==> src/rtl/ahb_lite_mst_req.sv <==
// rtl/ahb_lite_mst_req.sv - valid/ready command stream to pipelined AHB-Lite single transfers
// Optional lane steering of write/read data under LITE_MST_LANE_STEER_EN.
module ahb_lite_mst_req #(
  parameter logic [31:0] HADDR_RST  = 32'h0,
  parameter logic        HWRITE_RST = 1'b0
) (
  input  logic        pll_core_cpuclk,
  input  logic        pad_cpu_rst,
  input  logic        req_vld,
  output logic        req_rdy,
  input  logic        req_write,
  input  logic [31:0] req_addr,
  input  logic [1:0]  req_size,
  input  logic [31:0] req_wdata,
  output logic        rsp_vld,
  output logic        rsp_write,
  output logic        rsp_err,
  output logic [31:0] rsp_rdata,
  output logic        busy,
  input  logic        pad_biu_bigend_b,
  output logic        lite_mmc_hsel,
  output logic [31:0] lite_yy_haddr,
  output logic [2:0]  lite_yy_hsize,
  output logic [1:0]  lite_yy_htrans,
  output logic        lite_yy_hwrite,
  output logic [31:0] lite_yy_hwdata,
  input  logic [31:0] mmc_lite_hrdata,
  input  logic        mmc_lite_hready,
  input  logic [1:0]  mmc_lite_hresp
);

  logic        a_vld;
  logic        a_write;
  logic [31:0] a_addr;
  logic [1:0]  a_size;
  logic [31:0] a_wdata;

  logic        d_vld;
  logic        d_write;
  logic [1:0]  d_addr_lo;
  logic [1:0]  d_size;
  logic [31:0] hwdata_q;

  logic        a_done;
  logic        d_done;
  logic        accept;
  logic [1:0]  req_size_eff;
  logic [31:0] wdata_lane;
  logic [31:0] rdata_lane;

  assign a_done       = a_vld & mmc_lite_hready;
  assign d_done       = d_vld & mmc_lite_hready;
  assign req_rdy      = ~a_vld | mmc_lite_hready;
  assign accept       = req_vld & req_rdy;
  // Reserved size encoding is issued as a word transfer.
  assign req_size_eff = (req_size == 2'd3) ? 2'd2 : req_size;

`ifdef LITE_MST_LANE_STEER_EN
  logic [1:0] rd_lane;

  always_comb begin
    case (a_size)
      2'd0:    wdata_lane = {4{a_wdata[7:0]}};
      2'd1:    wdata_lane = {2{a_wdata[15:0]}};
      default: wdata_lane = a_wdata;
    endcase
  end

  // Big-endian mirrors the lane index; bit 1 of the mirror also picks the halfword.
  assign rd_lane = pad_biu_bigend_b ? d_addr_lo : ~d_addr_lo;

  always_comb begin
    case (d_size)
      2'd0:    rdata_lane = {24'h0, mmc_lite_hrdata[{rd_lane, 3'b000} +: 8]};
      2'd1:    rdata_lane = {16'h0, rd_lane[1] ? mmc_lite_hrdata[31:16] : mmc_lite_hrdata[15:0]};
      default: rdata_lane = mmc_lite_hrdata;
    endcase
  end
`else
  assign wdata_lane = a_wdata;
  assign rdata_lane = mmc_lite_hrdata;
  wire unused_steer = &{1'b0, pad_biu_bigend_b, d_addr_lo, d_size};
`endif

  always_ff @(posedge pll_core_cpuclk or posedge pad_cpu_rst) begin
    if (pad_cpu_rst) begin
      a_vld   <= 1'b0;
      a_write <= HWRITE_RST;
      a_addr  <= HADDR_RST;
      a_size  <= 2'd0;
      a_wdata <= 32'h0;
    end else if (accept) begin
      a_vld   <= 1'b1;
      a_write <= req_write;
      a_addr  <= req_addr;
      a_size  <= req_size_eff;
      a_wdata <= req_wdata;
    end else if (a_done) begin
      a_vld   <= 1'b0;
    end
  end

  always_ff @(posedge pll_core_cpuclk or posedge pad_cpu_rst) begin
    if (pad_cpu_rst) begin
      d_vld     <= 1'b0;
      d_write   <= 1'b0;
      d_addr_lo <= 2'd0;
      d_size    <= 2'd0;
      hwdata_q  <= 32'h0;
    end else if (a_done) begin
      d_vld     <= 1'b1;
      d_write   <= a_write;
      d_addr_lo <= a_addr[1:0];
      d_size    <= a_size;
      if (a_write) hwdata_q <= wdata_lane;
    end else if (d_done) begin
      d_vld     <= 1'b0;
    end
  end

  always_ff @(posedge pll_core_cpuclk or posedge pad_cpu_rst) begin
    if (pad_cpu_rst) begin
      rsp_vld   <= 1'b0;
      rsp_write <= 1'b0;
      rsp_err   <= 1'b0;
      rsp_rdata <= 32'h0;
    end else begin
      rsp_vld <= d_done;
      if (d_done) begin
        rsp_write <= d_write;
        rsp_err   <= (mmc_lite_hresp != 2'b00);
        rsp_rdata <= d_write ? 32'h0 : rdata_lane;
      end
    end
  end

  assign busy           = rsp_vld | a_vld | d_vld;
  assign lite_mmc_hsel  = a_vld;
  assign lite_yy_htrans = a_vld ? 2'b10 : 2'b00;
  assign lite_yy_haddr  = a_addr;
  assign lite_yy_hsize  = {1'b0, a_size};
  assign lite_yy_hwrite = a_write;
  assign lite_yy_hwdata = hwdata_q;

endmodule

==> config.mk <==
export PLATFORM = sky130hd
export DESIGN_NAME = ahb_lite_mst_req
export DESIGN_NICKNAME = d
export VERILOG_FILES = /design/src/rtl/ahb_lite_mst_req.sv
export SDC_FILE = /design/constraint.sdc
export NUM_CORES = 1
export LEC_CHECK = 0
export CORE_MARGIN = 2
export CORE_UTILIZATION = 47
export DETAILED_ROUTE_END_ITERATION = 7
export GPL_TIMING_DRIVEN = 0
export PLACE_DENSITY_LB_ADDON = 0.3
export SLEW_MARGIN = 40
export SYNTH_ARGS = -nofsm -noshare
export SYNTH_HDL_FRONTEND = slang
export SYNTH_SLANG_ARGS = --single-unit
==> constraint.sdc <==
create_clock -name pll_core_cpuclk -period 15.6 [get_ports pll_core_cpuclk]
set_clock_uncertainty 0.2 [all_clocks]
set_input_delay 3.9 -clock pll_core_cpuclk [delete_from_list [all_inputs] [get_ports pll_core_cpuclk]]
set_output_delay 3.9 -clock pll_core_cpuclk [all_outputs]
set_load 0.02 [all_outputs]
==> impl_metrics.yaml, run 1 <==
outcome:
  status: "finished clean"
place:
  dp_cells: 729
  port_buffers: 210
  place_ws_ns: 6.25
  place.gp.congestion: 0.791
  hpwl_mm: 9.21
floorplan:
  rows: 39
  die-width_um: 111
  initial_core_util_pct: 47.6
  pin_count: 214
  die_area_mm2: 0.0123
  die_y_um: 111
  core_mm2: 0.0113
critical_path:
  critPathArrivalTime_ns: 5.25
  cp.required_ns: 11.50
  worstRegToRegCells: 3
  endpoint_kind: "output port"
  critPathMaxFanout: 5
  startpoint_type: "primary input"
  r2r_end: "lite_yy_hwdata[1]$_DFFE_PP0P_"
  crit_type: "primary input to output port"
  reg2reg_from: "lite_mmc_hsel$_DFFE_PP0P_"
  rrSetupSlack_ns: 13.83
synthesis:
  synth_top_area_share_pct: 63.8
  synthCells: 374
  synth.avg_cell_area_um2: 14.4
  synth.area.top_cells: "dfrtp_1, mux2_2, mux2_4"
  synth_warnings: 0
  synth.distinct_cells: 18
  synth_top_area_cell: "dfrtp_1"
  syn-cell-area_mm2: 0.00537
  seq_area_frac_synth_pct: 63.8
  synth_seq_cells: 137
pwr:
  p_leak_nw: 3.63
  power_density_mw_per_mm2: 148
  power_w: 0.00123
  p_seq_share_pct: 38.6
  p_sw_share_pct: 28.2
  irDropWorstVdd_uv: 100
  p_int_w: 0.000881
  pwr-share-comb_pct: 29.6
  p_clk_share_pct: 31.9
  p_sw_w: 0.000345
detailed_routing:
  ant_nets: 0
  finalWirelength_mm: 12.9
  firstDrtPassIters: 4
  via_per_inst: 4.94
  via_count: 3759
  routedWlPerCell_um: 16.9
  drcViolationCount: 0
  drt_iter0_drc: 175
global_routing:
  grt_pass1_wl_mm: 20.8
  antenna_found_initial: 0
  grt_use_total_pct: 21.8
  grt_max_degree: 76
  grt_pass1_vias: 4130
  gr-total-overflow: 0
job:
  maxCapViolCount: 0
sta:
  hold_violations: 0
  post-route-min-period_ns: 9.35
  setup_violations: 0
  rsz0062_at_grt: "no"
  finalCritPeriodShare_pct: 59.9
  fmax_mhz: 107
  setup_tns_ns: 0
  timing.final.ws_setup_ns: 6.25
  slew_violations: 0
cts:
  cts_made_buffers: 17
  clockBufferDepth: 2
  cts_num_sinks: 137
  hold_buffers: 0
  path_clk_slew_ns: 0.05
  cts_setup_buffers: 0
  cts_resized: 0
  cts_tree: "done"
  htreeDepth: 4
  clockRootBuffer: "clkbuf_16"
  clk_latency_ns: 0.41
finish:
  nets: 711
  fillers: 761
  drive_above_1_share_pct: 23.8
  stdcell_count: 761
  syn2layout_area_growth_pct: 54.1
  antenna_cells: 0
hold_path:
  hold_class: "register to register"
  min_path_cells: 2
  hp-start: "rsp_rdata[23]$_DFFE_PP0P_"
  min_to: "rsp_rdata[23]$_DFFE_PP0P_"
power by group through the flow:
stage	logic, W	clock network [W]	registers, W
4_1_cts	0.000367	0.000399	0.000473
3_3_place_gp	0.000356	0	0.000473
6_report	0.000363	0.000390	0.000473
3_5_place_dp	0.000365	0	0.000478
5_1_grt	0.000383	0.000417	0.000481
2_1_floorplan	0.000102	0	0.000551
layout make-up:
cell class              instances  area (um^2)  share of cell area, %
clock buffers                  24          492                   5.94
multi-input cells             212         1800                   21.7
repair buffers                211         2130                   25.7
clock inverters                 8         92.6                   1.12
flip-flops and latches        137         3430                   41.4
inverters                       3         18.8                  0.227
well taps                     143          179                   2.16
plain buffers                  23          136                   1.65
how the worst max path moves through the flow:
stage                    start                            end  slack (ns)
2_1_floorplan  mmc_lite_hready                        req_rdy        7.37
3_3_place_gp       pad_cpu_rst  lite_yy_haddr[13]$_DFFE_PP0P_        6.18
3_5_place_dp   mmc_lite_hready                        req_rdy        6.25
4_1_cts        mmc_lite_hready                        req_rdy        6.24
5_1_grt        mmc_lite_hready                        req_rdy        6.18
6_report       mmc_lite_hready                        req_rdy        6.25
critical path, stage by stage:
cell and delay (ns):
clkdlybuf4s50_1 0.54, nand2b_2 0.18, clkdlybuf4s50_1 0.63
registers in the layout (all words and copies together), names as in the netlist:
signal          count
a_size              2
a_wdata            32
d_vld               1
d_write             1
lite_mmc_hsel       1
lite_yy_haddr      32
lite_yy_hwdata     32
lite_yy_hwrite      1
rsp_err             1
rsp_rdata          32
rsp_vld             1
rsp_write           1
cells by family after synthesis:
group,after synthesis,share of synthesized area [%]
flops,137,63.8
mux,100,23.1
simple gates,76,7.11
compound gates,34,3.17
buf+inv,26,2.75
other cells,1,0.0698
metrics by stage:
step                      util [%]  hold WS, ns  instance area, um^2
final                         73.4        0.278                 8270
after global routing          73.4        0.312                 8270
after CTS                     73.4        0.284                 8270
after detailed placement      68.2        0.271                 7690
after global placement        67.9        0.263                 7650
after floorplan                  -        0.275                 5370
metal layers:
layer | vias to the layer above | GRT usage (%) | wire length (um)
li1 | 1716 | - | -
met5 | - | 0 | 0
met4 | 0 | 9.92 | 282
met3 | 23 | 7.55 | 869
met1 | 1873 | 25.6 | 5290
met2 | 147 | 36.2 | 6420
cell usage in the layout, fill, tap and decap left out, types with 2 or more instances in the layout:
cell type | synthesis | layout
buf_2 | 7 | 7
buf_4 | 3 | 3
buf_6 | 4 | 4
bufinv_16 | 0 | 2
clkbuf_1 | 9 | 12
clkbuf_16 | 0 | 17
clkbuf_8 | 0 | 4
clkdlybuf4s50_1 | 0 | 210
clkinv_2 | 0 | 5
conb_1 | 1 | 2
dfrtp_1 | 137 | 137
inv_1 | 3 | 2
mux2_2 | 70 | 70
mux2_4 | 30 | 30
nand2_1 | 37 | 37
nand2b_1 | 33 | 33
o21ai_0 | 34 | 34
synth_stat cells:
cell type  instances
nor2_1             1
inv_1              3
or3_1              1
nand2_1           37
clkbuf_1           9
nand2_2            1
nand2b_1          33
nand3_1            1
buf_6              4
buf_4              3
nor2b_1            1
mux2_4            30
mux2_2            70
nand2b_2           1
buf_2              7
dfrtp_1          137
o21ai_0           34
conb_1             1
(Power assumes the default switching activity.)
==> run 2: changes to the inputs <==
CORE_UTILIZATION = 43   (was 47)
clock period = 9.5 ns   (was 15.6 ns; I/O delays follow)
==> impl_metrics.yaml, run 2 (synthesis results as in run 1) <==
global_routing:
  grt_use_total_pct: 20.0
  grt_max_degree: 76
  gr-total-overflow: 0
  antenna_found_initial: 0
  grt_pass1_wl_mm: 20.3
  grt_pass1_vias: 4075
critical_path:
  crit_type: "primary input to output port"
  critPathArrivalTime_ns: 3.79
  endpoint_kind: "output port"
  startpoint_type: "primary input"
  cp_slowest_stage_delay_ns: 0.63
  cp_common_cell: "clkdlybuf4s50_1"
  cp.required_ns: 6.93
  worstPathCellList: "clkdlybuf4s50_1 -> nand2b_2 -> clkdlybuf4s50_1"
  worstRegToRegCells: 3
  crit_path_top_delay_cell: "clkdlybuf4s50_1"
  critPathMaxFanout: 5
place:
  place.gp.congestion: 0.769
  placed_area_mm2: 0.00772
  port_buffers: 210
  place_ws_ns: 3.12
  dp_cells: 754
  hpwl_mm: 9.28
floorplan:
  pin_count: 214
  core_mm2: 0.0121
  initial_core_util_pct: 44.3
  die_y_um: 116
  die_area_mm2: 0.0134
  rows: 40
  die-width_um: 116
sta:
  setup_tns_ns: 0
  post-route-min-period_ns: 6.37
  slew_violations: 0
  hold_violations: 0
  setup_violations: 0
  finalCritPeriodShare_pct: 67.0
  rsz0062_at_grt: "no"
  timing.final.ws_setup_ns: 3.13
  fmax_mhz: 157
detailed_routing:
  finalWirelength_mm: 12.7
  drcViolationCount: 0
  firstDrtPassIters: 4
  drt_iter0_drc: 148
  via_per_inst: 4.74
  via_count: 3718
  routedWlPerCell_um: 16.3
  ant_nets: 0
cts:
  clockBufferDepth: 2
  cts_made_buffers: 17
  cts_num_sinks: 137
  clk_latency_ns: 0.41
  cts_setup_buffers: 0
  cts_tree: "done"
  hold_buffers: 0
  path_clk_slew_ns: 0.06
  cts_resized: 0
  htreeDepth: 4
  clockRootBuffer: "clkbuf_16"
job:
  maxCapViolCount: 0
finish:
  final_cell_mix: "clkdlybuf4s50_1, dfrtp_1, mux2_2, nand2_1, o21ai_0"
  fillers: 875
  antenna_cells: 0
  final_area_mm2: 0.00832
  nets: 711
  syn2layout_area_growth_pct: 54.8
  drive_above_1_share_pct: 23.7
  stdcell_count: 784
  final_common_cell: "clkdlybuf4s50_1"
hold_path:
  hold_class: "register to register"
  min_path_cells: 2
pwr:
  power_density_mw_per_mm2: 244
  p_leak_nw: 3.63
  irDropWorstVdd_uv: 134
  power_w: 0.00203
outcome:
  status: "finished clean"
[run 2: changes by cell type in the layout (fill, tap and decap cells not counted)]
cell,previous run,this run
clkinv_2,5,3
bufinv_16,2,3
clkbuf_1,12,11
clkbuf_8,4,3
clkinvlp_4,1,2
[run 2: per-layer routing]
metal	track usage, %	routed length [um]
met5	0	0
met4	7.70	226
met3	9.52	1400
met2	32.6	6030
met1	23.0	5090
[run 2: worst paths after layout]
check	slack, ns	startpoint	end
max	3.13	mmc_lite_hready	req_rdy
min	0.28	rsp_err$_DFFE_PP0P_	rsp_err$_DFFE_PP0P_
max reg2reg	7.72	lite_mmc_hsel$_DFFE_PP0P_	lite_yy_hwdata[1]$_DFFE_PP0P_
min reg2reg	0.28	rsp_err$_DFFE_PP0P_	rsp_err$_DFFE_PP0P_
max in group asynchronous	6.19	pad_cpu_rst	rsp_rdata[27]$_DFFE_PP0P_
min in group asynchronous	2.19	pad_cpu_rst	lite_yy_haddr[19]$_DFFE_PP0P_
[run 2: final cells by class]
cell class | count | area [um^2] | area share (%)
repair buffers | 211 | 2130 | 25.6
flip-flops and latches | 137 | 3430 | 41.2
clock inverters | 8 | 120 | 1.44
multi-input cells | 212 | 1800 | 21.6
inverters | 3 | 18.8 | 0.226
plain buffers | 23 | 136 | 1.64
well taps | 168 | 210 | 2.53
clock buffers | 22 | 474 | 5.70
[run 2: critical path: cells and delay by family]
kind | cells | cell delay [ns]
simple gates | 1 | 0.20
buf+inv | 2 | 1.21
[run 2: stage by stage]
stage                     utilization, %  hold WS [ns]
after floorplan                        -         0.275
after CTS                           68.7         0.284
after global routing                68.7         0.312
after detailed placement            63.7         0.269
after global placement              63.5         0.262
final                               68.7         0.281
[run 2: power breakdown]
| group | switching (W) | leakage [nW] | internal [W] |
|---|---|---|---|
| registers | 0.0000658 | 1.65 | 0.000709 |
| logic | 0.000270 | 1.70 | 0.000325 |
| clock network | 0.000230 | 0.288 | 0.000429 |
==> run 3: changes to the inputs <==
CORE_UTILIZATION = 39   (was 43)
clock period = 5.2 ns   (was 9.5 ns; I/O delays follow)
==> impl_metrics.yaml, run 3 (synthesis results as in run 1) <==
global_routing:
  grt_use_total_pct: 18.0
  grt_pass1_vias: 3938
  antenna_found_initial: 0
  gr-total-overflow: 0
  grt_pass1_wl_mm: 20.3
  grt_max_degree: 80
sta:
  slew_violations: 0
  setup_violations: 0
  post-route-min-period_ns: 4.22
  fmax_mhz: 237
  rsz0062_at_grt: "no"
  hold_violations: 0
  finalCritPeriodShare_pct: 81.1
  timing.final.ws_setup_ns: 0.985
critical_path:
  cp_top_family: "buffers and inverters"
  cp.required_ns: 3.70
  crit_path_top_delay_cell: "clkdlybuf4s50_1"
  crit_type: "primary input to output port"
  crit_cells: 3
  worstPathCellList: "clkdlybuf4s50_1 -> nand2b_2 -> clkdlybuf4s50_1"
  endpoint_kind: "output port"
  startpoint_type: "primary input"
  critPathMaxFanout: 5
  cp_common_cell: "clkdlybuf4s50_1"
  critPathBufInv: 2
  worstRegToRegCells: 3
  critPathArrivalTime_ns: 2.72
  cp_slowest_stage_delay_ns: 0.62
outcome:
  status: "finished clean"
pwr:
  p_clk_share_pct: 32.1
  p_sw_share_pct: 27.9
  pwr-share-comb_pct: 29.5
  p_int_w: 0.00265
  p_seq_share_pct: 38.5
  p_leak_nw: 3.63
  p_sw_w: 0.00103
  irDropWorstVdd_uv: 260
  power_density_mw_per_mm2: 442
cts:
  cts_tree: "done"
  clockBufferDepth: 2
  hold_buffers: 0
  cts_num_sinks: 137
  cts_setup_buffers: 0
  clk_latency_ns: 0.41
  clockRootBuffer: "clkbuf_16"
  cts_made_buffers: 17
  cts_resized: 0
  htreeDepth: 4
  path_clk_slew_ns: 0.05
finish:
  antenna_cells: 0
  drive_above_1_share_pct: 23.3
  multi_input_area_mm2: 0.00180
  fillers: 1056
  utilization_pct: 62.3
  syn2layout_area_growth_pct: 54.8
  final_cell_mix: "clkdlybuf4s50_1, dfrtp_1, mux2_2, nand2_1, o21ai_0"
  seq_area_mm2: 0.00343
  nets: 711
  final_common_cell: "clkdlybuf4s50_1"
floorplan:
  die_area_mm2: 0.0147
  pin_count: 214
  die_y_um: 121
  initial_core_util_pct: 40.2
  rows: 42
  die-width_um: 121
  core_mm2: 0.0133
detailed_routing:
  routedWlPerCell_um: 15.9
  drcViolationCount: 0
  via_per_inst: 4.70
  drt_iter0_drc: 176
  firstDrtPassIters: 4
  ant_nets: 0
  via_count: 3728
  finalWirelength_mm: 12.6
hold_path:
  min_path_cells: 2
  hold_class: "register to register"
job:
  maxCapViolCount: 0
place:
  place.gp.congestion: 0.725
  place_ws_ns: 0.971
  port_buffers: 210
  hpwl_mm: 9.16
[run 3: cell types whose count changed in the layout (fill, tap and decap cells not counted), sizes merged]
cell      delta
clkinvlp     -1
clkbuf       +1
clkinv       +1
[run 3: worst paths after layout]
path | slack [ns] | to | startpoint
worst max-delay path | 0.98 | req_rdy | mmc_lite_hready
worst min-delay path | 0.28 | rsp_rdata[1]$_DFFE_PP0P_ | rsp_rdata[1]$_DFFE_PP0P_
worst max register to register | 3.36 | lite_yy_hwdata[0]$_DFFE_PP0P_ | lite_mmc_hsel$_DFFE_PP0P_
worst min register to register | 0.28 | rsp_rdata[1]$_DFFE_PP0P_ | rsp_rdata[1]$_DFFE_PP0P_
max in group asynchronous | 2.98 | rsp_rdata[10]$_DFFE_PP0P_ | pad_cpu_rst
min in group asynchronous | 1.10 | a_wdata[6]$_DFFE_PP0P_ | pad_cpu_rst
[run 3: metrics by stage]
stage | setup TNS [ns] | cell area (um^2) | total power (W) | hold slack (ns) | std cells
floorplan | 0 | 5370 | 0.00196 | 0.275 | 375
global placement | -226.35 | 7700 | 0.00249 | 0.262 | 761
detailed placement | 0 | 7730 | 0.00252 | 0.270 | 762
CTS | 0 | 8310 | 0.00372 | 0.283 | 793
global route | 0 | 8310 | 0.00387 | 0.303 | 793
finish | 0 | 8310 | 0.00368 | 0.278 | 793
[run 3: area by class of cell]
| type | instances | share of cell area [%] |
|---|---|---|
| clock inverter | 8 | 1.46 |
| tap | 176 | 2.65 |
| timing repair buffer | 211 | 25.6 |
| buffer | 23 | 1.64 |
| multi-input combinational | 212 | 21.6 |
| sequential | 137 | 41.3 |
| inverter | 3 | 0.226 |
| clock buffer | 23 | 5.51 |
[run 3: routing by layer]
metal  global-route usage (%)  vias up  wire [um]
met5                        0        -          0
met4                     4.96        0         88
met3                     7.80        5       1200
met2                     28.1      159       6000
met1                     22.8     1843       5310
li1                         -     1721          -
[run 3: worst min-delay path, stage by stage, from the launching register on]
cell     delay, ns
dfrtp_1       0.33
nand2_1       0.04
o21ai_0       0.06
[run 3: power groups by stage]
stage	sequential (W)	clock, W	combinational [W]
3_3_place_gp	0.00142	0	0.00107
4_1_cts	0.00142	0.00121	0.00110
3_5_place_dp	0.00143	0	0.00109
2_1_floorplan	0.00165	0	0.000305
5_1_grt	0.00145	0.00127	0.00115
6_report	0.00141	0.00118	0.00108
